**src/rtl/fft_mc_ctrl.sv**
```systemverilog
// Multi-channel FFT controller: streams NCH raw frames through one FFT engine via a
// 2-entry skid buffer and collects the engine output into a channel-banked result RAM.
`timescale 1ns/1ps
module fft_mc_ctrl #(
    parameter int NCH  = 4,
    parameter int DW   = 14,
    parameter int NPTS = 1024,
    parameter int AW   = $clog2(NPTS),
    parameter int CW   = (NCH > 1) ? $clog2(NCH) : 1
) (
    input  logic               clk,
    input  logic               rst_n,
    input  logic               go,
    input  logic               raw_ready,
    output logic               raw_rdreq,
    output logic [CW-1:0]      raw_ch,
    output logic [AW-1:0]      raw_addr,
    input  logic [DW-1:0]      raw_data,
    output logic               sink_valid,
    output logic               sink_sop,
    output logic               sink_eop,
    output logic [DW-1:0]      sink_real,
    input  logic               sink_ready,
    input  logic               source_valid,
    input  logic               source_sop,
    input  logic               source_eop,
    input  logic [DW-1:0]      source_real,
    input  logic [DW-1:0]      source_imag,
    output logic               res_wren,
    output logic [CW+AW-1:0]   res_addr,
    output logic [2*DW-1:0]    res_data,
    output logic               busy,
    output logic               done,
    output logic               err
);
    typedef enum logic [2:0] {IDLE, ARM, FEED, DRAIN, DONE} state_t;

    localparam logic [AW-1:0] LAST_IDX = AW'(NPTS - 1);
    localparam logic [CW-1:0] LAST_CH  = CW'(NCH - 1);
    localparam int            SW       = DW + 2;

    state_t              state_q, state_d;
    logic                busy_q, busy_d, done_q, done_d, err_q, err_d, fin_q, fin_d;
    logic [CW-1:0]       fch_q, fch_d, och_q, och_d;
    logic [AW-1:0]       fidx_q, fidx_d, oidx_q, oidx_d;
    logic                fdone_q, fdone_d;
    logic                pend_q, pend_d, pend_sop_q, pend_sop_d, pend_eop_q, pend_eop_d;
    logic [1:0]          occ_q, occ_d;
    logic [SW-1:0]       s0_q, s0_d, s1_q, s1_d;
    logic                res_wren_q, res_wren_d;
    logic [CW+AW-1:0]    res_addr_q, res_addr_d;
    logic [2*DW-1:0]     res_data_q, res_data_d;

    logic                pop_s, rdreq_s, col_s;
    logic [SW-1:0]       in_s;
    logic [AW-1:0]       idx_eff_s;

    // A read is only issued when the buffer plus reads in flight leave room for its data.
    assign pop_s     = (occ_q != 2'd0) && sink_ready;
    assign rdreq_s   = (state_q == FEED) && !fdone_q &&
                       (({1'b0, occ_q} + {2'b00, pend_q} - {2'b00, pop_s}) < 3'd2);
    assign in_s      = {raw_data, pend_sop_q, pend_eop_q};
    assign col_s     = ((state_q == FEED) || (state_q == DRAIN)) && source_valid;
    assign idx_eff_s = source_sop ? AW'(0) : oidx_q;

    // Skid buffer: s0 is the head presented to the sink, s1 holds the overflow beat.
    always_comb begin
        occ_d = occ_q + {1'b0, pend_q} - {1'b0, pop_s};
        if (pop_s && (occ_q == 2'd2)) begin
            s0_d = s1_q;
        end else if (pend_q && ((occ_q == 2'd0) || ((occ_q == 2'd1) && pop_s))) begin
            s0_d = in_s;
        end else begin
            s0_d = s0_q;
        end
        if (pend_q && (occ_d == 2'd2)) begin
            s1_d = in_s;
        end else begin
            s1_d = s1_q;
        end
    end

    // Fetch counter, result collection and frame sequencing.
    always_comb begin
        state_d    = state_q;
        busy_d     = busy_q;
        done_d     = done_q;
        err_d      = err_q;
        fin_d      = fin_q;
        fch_d      = fch_q;
        fidx_d     = fidx_q;
        fdone_d    = fdone_q;
        och_d      = och_q;
        oidx_d     = oidx_q;
        pend_d     = rdreq_s;
        pend_sop_d = (fidx_q == AW'(0));
        pend_eop_d = (fidx_q == LAST_IDX);
        res_wren_d = col_s;
        res_addr_d = res_addr_q;
        res_data_d = res_data_q;

        if (rdreq_s) begin
            if (fidx_q == LAST_IDX) begin
                fidx_d = AW'(0);
                if (fch_q == LAST_CH) begin
                    fdone_d = 1'b1;
                end else begin
                    fch_d = fch_q + CW'(1);
                end
            end else begin
                fidx_d = fidx_q + AW'(1);
            end
        end else begin
            fidx_d = fidx_q;
        end

        // A stray sop realigns to bin 0; eop always closes the channel.
        if (col_s) begin
            res_addr_d = {och_q, idx_eff_s};
            res_data_d = {source_real, source_imag};
            if ((source_sop && (oidx_q != AW'(0))) || (source_eop && (idx_eff_s != LAST_IDX))) begin
                err_d = 1'b1;
            end else begin
                err_d = err_q;
            end
            if ((och_q == LAST_CH) && (idx_eff_s == LAST_IDX)) begin
                fin_d = 1'b1;
            end else begin
                fin_d = fin_q;
            end
            if (source_eop || (idx_eff_s == LAST_IDX)) begin
                oidx_d = AW'(0);
                och_d  = (och_q == LAST_CH) ? CW'(0) : och_q + CW'(1);
            end else begin
                oidx_d = idx_eff_s + AW'(1);
            end
        end else begin
            res_addr_d = res_addr_q;
        end

        case (state_q)
            IDLE, DONE: begin
                if (go) begin
                    state_d = ARM;
                    busy_d  = 1'b1;
                    done_d  = 1'b0;
                    err_d   = 1'b0;
                    fin_d   = 1'b0;
                    fch_d   = CW'(0);
                    fidx_d  = AW'(0);
                    fdone_d = 1'b0;
                    och_d   = CW'(0);
                    oidx_d  = AW'(0);
                end else begin
                    state_d = state_q;
                end
            end
            ARM: begin
                if (raw_ready && sink_ready) begin
                    state_d = FEED;
                end else begin
                    state_d = ARM;
                end
            end
            FEED: begin
                if (fdone_q && !pend_q && (occ_q == 2'd0)) begin
                    state_d = DRAIN;
                end else begin
                    state_d = FEED;
                end
            end
            DRAIN: begin
                if (fin_q) begin
                    state_d = DONE;
                    busy_d  = 1'b0;
                    done_d  = 1'b1;
                end else begin
                    state_d = DRAIN;
                end
            end
            default: begin
                state_d = IDLE;
                busy_d  = 1'b0;
            end
        endcase
    end

    // State register for the whole controller.
    always_ff @(posedge clk or negedge rst_n) begin
        if (!rst_n) begin
            state_q    <= IDLE;
            busy_q     <= 1'b0;
            done_q     <= 1'b0;
            err_q      <= 1'b0;
            fin_q      <= 1'b0;
            fch_q      <= '0;
            fidx_q     <= '0;
            fdone_q    <= 1'b0;
            och_q      <= '0;
            oidx_q     <= '0;
            pend_q     <= 1'b0;
            pend_sop_q <= 1'b0;
            pend_eop_q <= 1'b0;
            occ_q      <= 2'd0;
            s0_q       <= '0;
            s1_q       <= '0;
            res_wren_q <= 1'b0;
            res_addr_q <= '0;
            res_data_q <= '0;
        end else begin
            state_q    <= state_d;
            busy_q     <= busy_d;
            done_q     <= done_d;
            err_q      <= err_d;
            fin_q      <= fin_d;
            fch_q      <= fch_d;
            fidx_q     <= fidx_d;
            fdone_q    <= fdone_d;
            och_q      <= och_d;
            oidx_q     <= oidx_d;
            pend_q     <= pend_d;
            pend_sop_q <= pend_sop_d;
            pend_eop_q <= pend_eop_d;
            occ_q      <= occ_d;
            s0_q       <= s0_d;
            s1_q       <= s1_d;
            res_wren_q <= res_wren_d;
            res_addr_q <= res_addr_d;
            res_data_q <= res_data_d;
        end
    end

    assign raw_rdreq  = rdreq_s;
    assign raw_ch     = fch_q;
    assign raw_addr   = fidx_q;
    assign sink_valid = (occ_q != 2'd0);
    assign sink_sop   = sink_valid && s0_q[1];
    assign sink_eop   = sink_valid && s0_q[0];
    assign sink_real  = s0_q[SW-1:2];
    assign res_wren   = res_wren_q;
    assign res_addr   = res_addr_q;
    assign res_data   = res_data_q;
    assign busy       = busy_q;
    assign done       = done_q;
    assign err        = err_q;
endmodule
```
**config.mk**
```make
export PLATFORM = sky130hd
export DESIGN_NAME = fft_mc_ctrl
export DESIGN_NICKNAME = d
export VERILOG_FILES = /design/src/rtl/fft_mc_ctrl.sv
export SDC_FILE = /design/constraint.sdc
export NUM_CORES = 1
export LEC_CHECK = 0
export BUFFER_PORTS_ARGS = -buffer_cell sky130_fd_sc_hd__buf_2
export CORE_MARGIN = 2
export CORE_UTILIZATION = 37
export DETAILED_ROUTE_END_ITERATION = 6
export HOLD_SLACK_MARGIN = 0.02
export PLACE_DENSITY_LB_ADDON = 0.3
export RECOVER_POWER = 50
export SETUP_SLACK_MARGIN = 0.5
export SYNTH_ARGS = -nofsm -noshare
export SYNTH_HDL_FRONTEND = slang
export SYNTH_SLANG_ARGS = --single-unit
```
**constraint.sdc**
```tcl
create_clock -name clk -period 6.5 [get_ports clk]
set_input_delay 0.325 -clock clk [delete_from_list [all_inputs] [get_ports clk]]
set_output_delay 0.325 -clock clk [all_outputs]
set_load 0.1 [all_outputs]
```
; Word level (Yosys, flattened, before mapping)
; Index checks and enable logic that the tools add are counted.
; Widths: inputs -> output; s select.
[totals]
register_bits = 110
wordCells = 121
output_inout_bits = 74
input_bits = 50
[op_classes]
muxes = 45
bitwise_logic = 1
order_cmp = 1
addsub = 8
n_eq_ne = 14
reduce_logical = 33
[op_table]
columns = cell, count
row1 = $mux 10, 9
row2 = $mux 16, 2
row3 = $mux 2, 11
row4 = $add 10x1->10 const B, 2
row5 = $eq 10x10->1 const B, 2
row6 = $mux 1, 18
row7 = $logic_and 1x1->1, 16
row8 = $pmux 3 s4, 1
row9 = $logic_not 10->1, 1
row10 = $ne 10x10->1 const B, 1
row11 = $reduce_bool 10->1, 1
row12 = $eq 2x2->1 const B, 4
row13 = $eq 3x2->1 const B, 2
row14 = $mux 3, 2
row15 = $reduce_and 3->1, 2
row16 = $reduce_bool 2->1, 3
row17 = $add 2x1->2 const B, 2
row18 = $logic_or 1x1->1, 4
row19 = $ne 2x2->1 const B, 2
row20 = $reduce_or 2->1, 2
row21 = $add 2x1->3, 1
row22 = $eq 3x1->1 const B, 1
row23 = $eq 3x3->1 const B, 1
row24 = $logic_not 3->1, 1
row25 = 10 further kinds, 11

; Logic depth before layout (Yosys ltp)
[logic_depth]
depth_word = 8
ltp_mapped = 12
mapped_depth_nobuf = 12

; Least setup slack after synthesis
; OpenSTA, ideal clock, no wires.
[synth_timing]
path_type = register -> register
startpoint = register occ_q[1]
endpoint = register fdone_q
setup_slack_ns = 3.306
synth_period_minus_slack_ns = 3.194
setup_ns = 0.079
required_ns = 6.421
path_buffers = 0
path_stages_with_launch = 13
t_arrival_ns = 3.116
cell_sequence = dfrtp_1 > nor2_1 > nor2b_1 > ha_1 > inv_1 > ha_1 > inv_1 > fa_1 > xnor2_1 > nand3_1 > inv_1 > nand4_1 > a21oi_1
[synth_between]
elab_chain_len = 8
elab_cells_between_ends = 9
classes_between = add/sub: 2 / order compare: 1 / mux: 3 / reduce/logical: 3
[synth_lines]
columns = element, line_no
row1 = "start, declared", 48  ; logic [1:0] occ_q, occ_d;
row2 = "start signal, assigned", 204  ; occ_q <= 2'd0;
row3 = "start signal, assigned", 224  ; occ_q <= occ_d;
row4 = "parallel branches: the longest is 2 deep, another holds $add 2x1->3", --
row5 = $sub 3x1->3 *, 61  ; (({1'b0, occ_q} + {2'b00, pend_q} - {2'b00, pop_s}) < 3'd2);
row6 = $lt 3x2->1 *, 61
row7 = $logic_and 1x1->1 *, 60  ; assign rdreq_s = (state_q == FEED) && !fdone_q &&
row8 = net raw_rdreq, 15  ; output logic raw_rdreq,
row9 = $mux 1 *, 102  ; if (rdreq_s) begin
row10 = $mux 1, 143  ; if (go) begin
row11 = $mux 1 *, 141  ; case (state_q)
row12 = net fdone_d, 46  ; logic fdone_q, fdone_d;
row13 = "end signal, assigned", 218  ; fdone_q <= fdone_d;
row14 = "end, declared", 46
; Mark *: on every way through the listed nets, which the timed path passes.
; A chain may end at the register's enable or synchronous reset.

; Worst setup path in the final report
[layout_timing]
startpoint = register state_q[1]
endpoint = register oidx_q[6]
[layout_between]
elab_chain_len = 6
elab_cells_between_ends = 10
classes_between = eq/ne: 3 / mux: 3 / reduce/logical: 4
[layout_lines]
columns = element, line_no
row1 = "start, declared", 42  ; state_t state_q, state_d;
row2 = "start signal, assigned", 211  ; state_q <= state_d;
row3 = $eq 3x2->1, 63  ; assign col_s = ((state_q == FEED) || (state_q == DRAIN)) && source_valid;
row4 = $logic_or 1x1->1, 63
row5 = $logic_and 1x1->1, 63
row6 = $mux 10, 118  ; if (col_s) begin
row7 = $mux 10, 143
row8 = $mux 10 *, 141
row9 = net oidx_d[6], 45  ; logic [AW-1:0] fidx_q, fidx_d, oidx_q, oidx_d;
row10 = "end signal, assigned", 220  ; oidx_q <= oidx_d;
row11 = "end, declared", 45
; The timed path passes the listed nets; every way through them passes the cells marked *.

==> results.ini <==
[yosys]
synth-warning-count = 0
synth_edf_count = 0
syn-cell-area_um2 = 5086
yosys_register_bits = 110
proportion_of_synthesized_flip_flops_having_asynchronous_set_or_reset_pct = 100.0
synth.top_cells.by_area = sky130_fd_sc_hd__dfrtp_1 (54%), sky130_fd_sc_hd__nand2_1 (9.3%), sky130_fd_sc_hd__a21oi_1 (3.5%)
synth_top_cell_by_area = sky130_fd_sc_hd__dfrtp_1
netlist-cell-type-count = 50
dominantRegCellSynth = sky130_fd_sc_hd__dfrtp_1
average_instance_area_after_synthesis_um2 = 9.838
synth-seq-area-share_pct = 54.12
synthCells = 517
synth_largest_type_area_fraction_pct = 54.12
synth_fp_nets = 574

[detailed_routing]
firstDrtPassIters = 4
dr_total_vias = 3930
drc_violations_left = 0
drt_iter0_markers = 193
post_drt_wl_per_cell_um = 14.08
postRouteWirelength_um = 11200
routed_via_density = 4.937
drtAntennaViolNets = 0

[timing]
layout_min_cycle_time_ns = 4.292
fin_setup_tns_ns = 0
clock-skew-final_ns = 0.005269
timing_hold_violations_final = 0
timing.slew.headroom_pct = -72.32
maxSlewViolCount = 175
worst-slew-pin-transition_ns = 2.585
period_share_pct = 66.03
final-setup-viol-count = 0
achievable-frequency_mhz = 233.0
grt_setup_unrepaired = no

[floorplanning]
die_x_um = 121.2
top_level_ports = 124
placement_rows = 42
die_height_um = 121.2
floorplan.die_area_um2 = 14700
fp.coreArea_um2 = 13350
floorplan.initialDensity_pct = 38.10

[place]
gp_congestion = 0.7779
dpl.hpwl_um = 7594
place.port_buffers = 123

[grt]
grt-ovfl-total = 0
grt_first_pass_wirelength_um = 18570
gr-usage-all-layers_pct = 15.84
grt_max_degree = 66
first_global_vias = 3836
initial_antenna_violation_count = 0

[critical_path]
cp_max_fo = 61
timing.critical_path.required_ns = 6.71
slowest_delay_ns = 1.84
setup.worst_path.class = reg2reg
critPathLaunch = state_q[1]
rr_startpoint = state_q[1]
critical_path.slowest_cell = sky130_fd_sc_hd__clkbuf_1
worst_ep_arrival_time_ns = 4.50
worst_setup_path_end_kind = register
critical_path.startpoint_type = register
crit_path_cell_chain = nand3b_1, clkbuf_1, inv_1, a41o_1, a22oi_1, nor2_1

[min_path]
worstHoldPathType = in2reg
worstHoldStart = source_real[13]

[cells_and_area]
fillers = 1367
area_growth_syn_to_layout_pct = 17.34
insertedDiodeCount = 0
final_layout_size_suffix_gt1_share_pct = 14.68
final_util_pct = 44.71
final_net_count = 672

[clocking]
cts_max_level = 3
cts_tree = built
worst_setup_hold_path_clk_slew_ns = 0.07
clock_buffers_created_by_tritoncts = 9
cts_max_path_buffers = 2
post-cts-setup-buffers = 0
worst_skew_pair.late_latency_ns = 0.35
clock_sinks = 110
clockRootBuffer = sky130_fd_sc_hd__clkbuf_16

[run]
cap_viol_max_count = 3

[outcome]
failed_checks = max-capacitance violations, max-slew violations
result_of_the_run = finished, violations left

critical path: cells and delay by family, from the launching register on:
family	cells	cell delay, ns
buffers and inverters	2	2.84
AOI/OAI and AO/OA	2	0.63
DFF	1	0.49
and+or+nand+nor	2	0.20
cell type report:
type,instances,area [µm²],area share (%)
Multi-Input combinational cell,350,2041,34.19
Tap cell,176,220.2,3.690
Sequential cell,110,2753,46.12
Clock inverter,7,112.6,1.887
Clock buffer,9,225.2,3.774
Inverter,16,60.06,1.006
Timing Repair Buffer,128,556.8,9.329
layout by cell type, fill, tap and decap left out, types with 3 or more instances in the layout:
| cell type | count |
|---|---|
| sky130_fd_sc_hd__xor2_1 | 3 |
| sky130_fd_sc_hd__nor2b_1 | 7 |
| sky130_fd_sc_hd__bufinv_16 | 3 |
| sky130_fd_sc_hd__o21ai_0 | 12 |
| sky130_fd_sc_hd__and3_1 | 5 |
| sky130_fd_sc_hd__a22oi_1 | 3 |
| sky130_fd_sc_hd__mux2_2 | 16 |
| sky130_fd_sc_hd__buf_2 | 49 |
| sky130_fd_sc_hd__clkinv_2 | 3 |
| sky130_fd_sc_hd__nand4b_1 | 4 |
| sky130_fd_sc_hd__dfrtp_1 | 110 |
| sky130_fd_sc_hd__or3_1 | 5 |
| sky130_fd_sc_hd__clkbuf_1 | 75 |
| sky130_fd_sc_hd__nor3_1 | 6 |
| sky130_fd_sc_hd__and2_1 | 3 |
| sky130_fd_sc_hd__inv_1 | 16 |
| sky130_fd_sc_hd__a21oi_1 | 36 |
| sky130_fd_sc_hd__nand3b_1 | 9 |
| sky130_fd_sc_hd__ha_1 | 6 |
| sky130_fd_sc_hd__nor2_1 | 32 |
| sky130_fd_sc_hd__nand2_1 | 126 |
| sky130_fd_sc_hd__mux2i_1 | 18 |
| sky130_fd_sc_hd__nand4_1 | 9 |
| sky130_fd_sc_hd__nor4_1 | 5 |
| sky130_fd_sc_hd__o31ai_1 | 3 |
| sky130_fd_sc_hd__clkbuf_16 | 9 |
| sky130_fd_sc_hd__nand3_1 | 11 |
registers in the layout, indices dropped and copies added, names as in the netlist:
name and cells:
raw_ch 2, raw_addr 10, s1_q 16, done 1, res_addr 12, fin_q 1, pend_eop_q 1, pend_sop_q 1
pend_q 1, res_wren 1, oidx_q 10, state_q 3, fdone_q 1, occ_q 2, s0_q 16, och_q 2
busy 1, res_data 28, err 1
cells in the mapped netlist, drive strengths merged, types with 3 or more instances:
library cell  count
a21oi            36
a22oi             3
and2              3
and3              5
buf              30
clkbuf           11
dfrtp           110
ha                6
inv              16
mux2             16
mux2i            18
nand2           126
nand3            11
nand3b            9
nand4            10
nand4b            4
nor2             32
nor2b             7
nor3              6
nor4              5
o21ai            14
o31ai             3
or3               5
xor2              3
path summary, 6_finish.rpt:
| kind | to | slack (ns) | cells past startpoint |
|---|---|---|---|
| max | oidx_q[6] | 2.21 | 6 |
| min | res_data[27] | 0.17 | 3 |
| min reg2reg | res_data[20] | 0.47 | 2 |
| min in group asynchronous | res_addr[0] | 1.28 | 2 |
| max reg2reg | oidx_q[6] | 2.21 | 6 |
| max in group asynchronous | s1_q[9] | 2.60 | 3 |
kinds of logic after synthesis:
kind of cell,Yosys count,synth area share [%]
adder cells (fa/ha/maj),7,1.870
XOR/XNOR,5,0.8612
multiplexers,34,7.085
buffers and inverters,57,5.756
AO/OA/AOI/OAI,71,8.586
AND/OR/NAND/NOR,233,21.72
flip-flops,110,54.12
layer usage:
| layer | share of wire [%] | vias up | GRT usage [%] |
|---|---|---|---|
| li1 | - | 1935 | - |
| met1 | 47 | 1897 | 21.27 |
| met2 | 48 | 88 | 25.49 |
| met3 | 4.9 | 10 | 3.477 |
| met4 | 0.82 | 0 | 5.244 |
| met5 | 0 | - | 0 |
stage by stage:
stage,instances,hold WS (ns),cell area [µm²],setup WS [ns]
floorplan,517,0.02941,5086,3.306
global placement,779,0.3606,5722,3.277
detailed placement,779,0.3703,5722,3.107
CTS,796,0.1484,6070,2.715
global route,796,0.1651,5968,1.697
finish,796,0.1662,5968,2.208
what timing repair did:
action                    4_1_cts  5_1_grt
hold endpoints to repair       45        0
hold buffers                    1        0
gates resized for setup         0        0
Power is not shown: default switching activity piles up to over one toggle a cycle in this logic, so the estimate is an artifact.
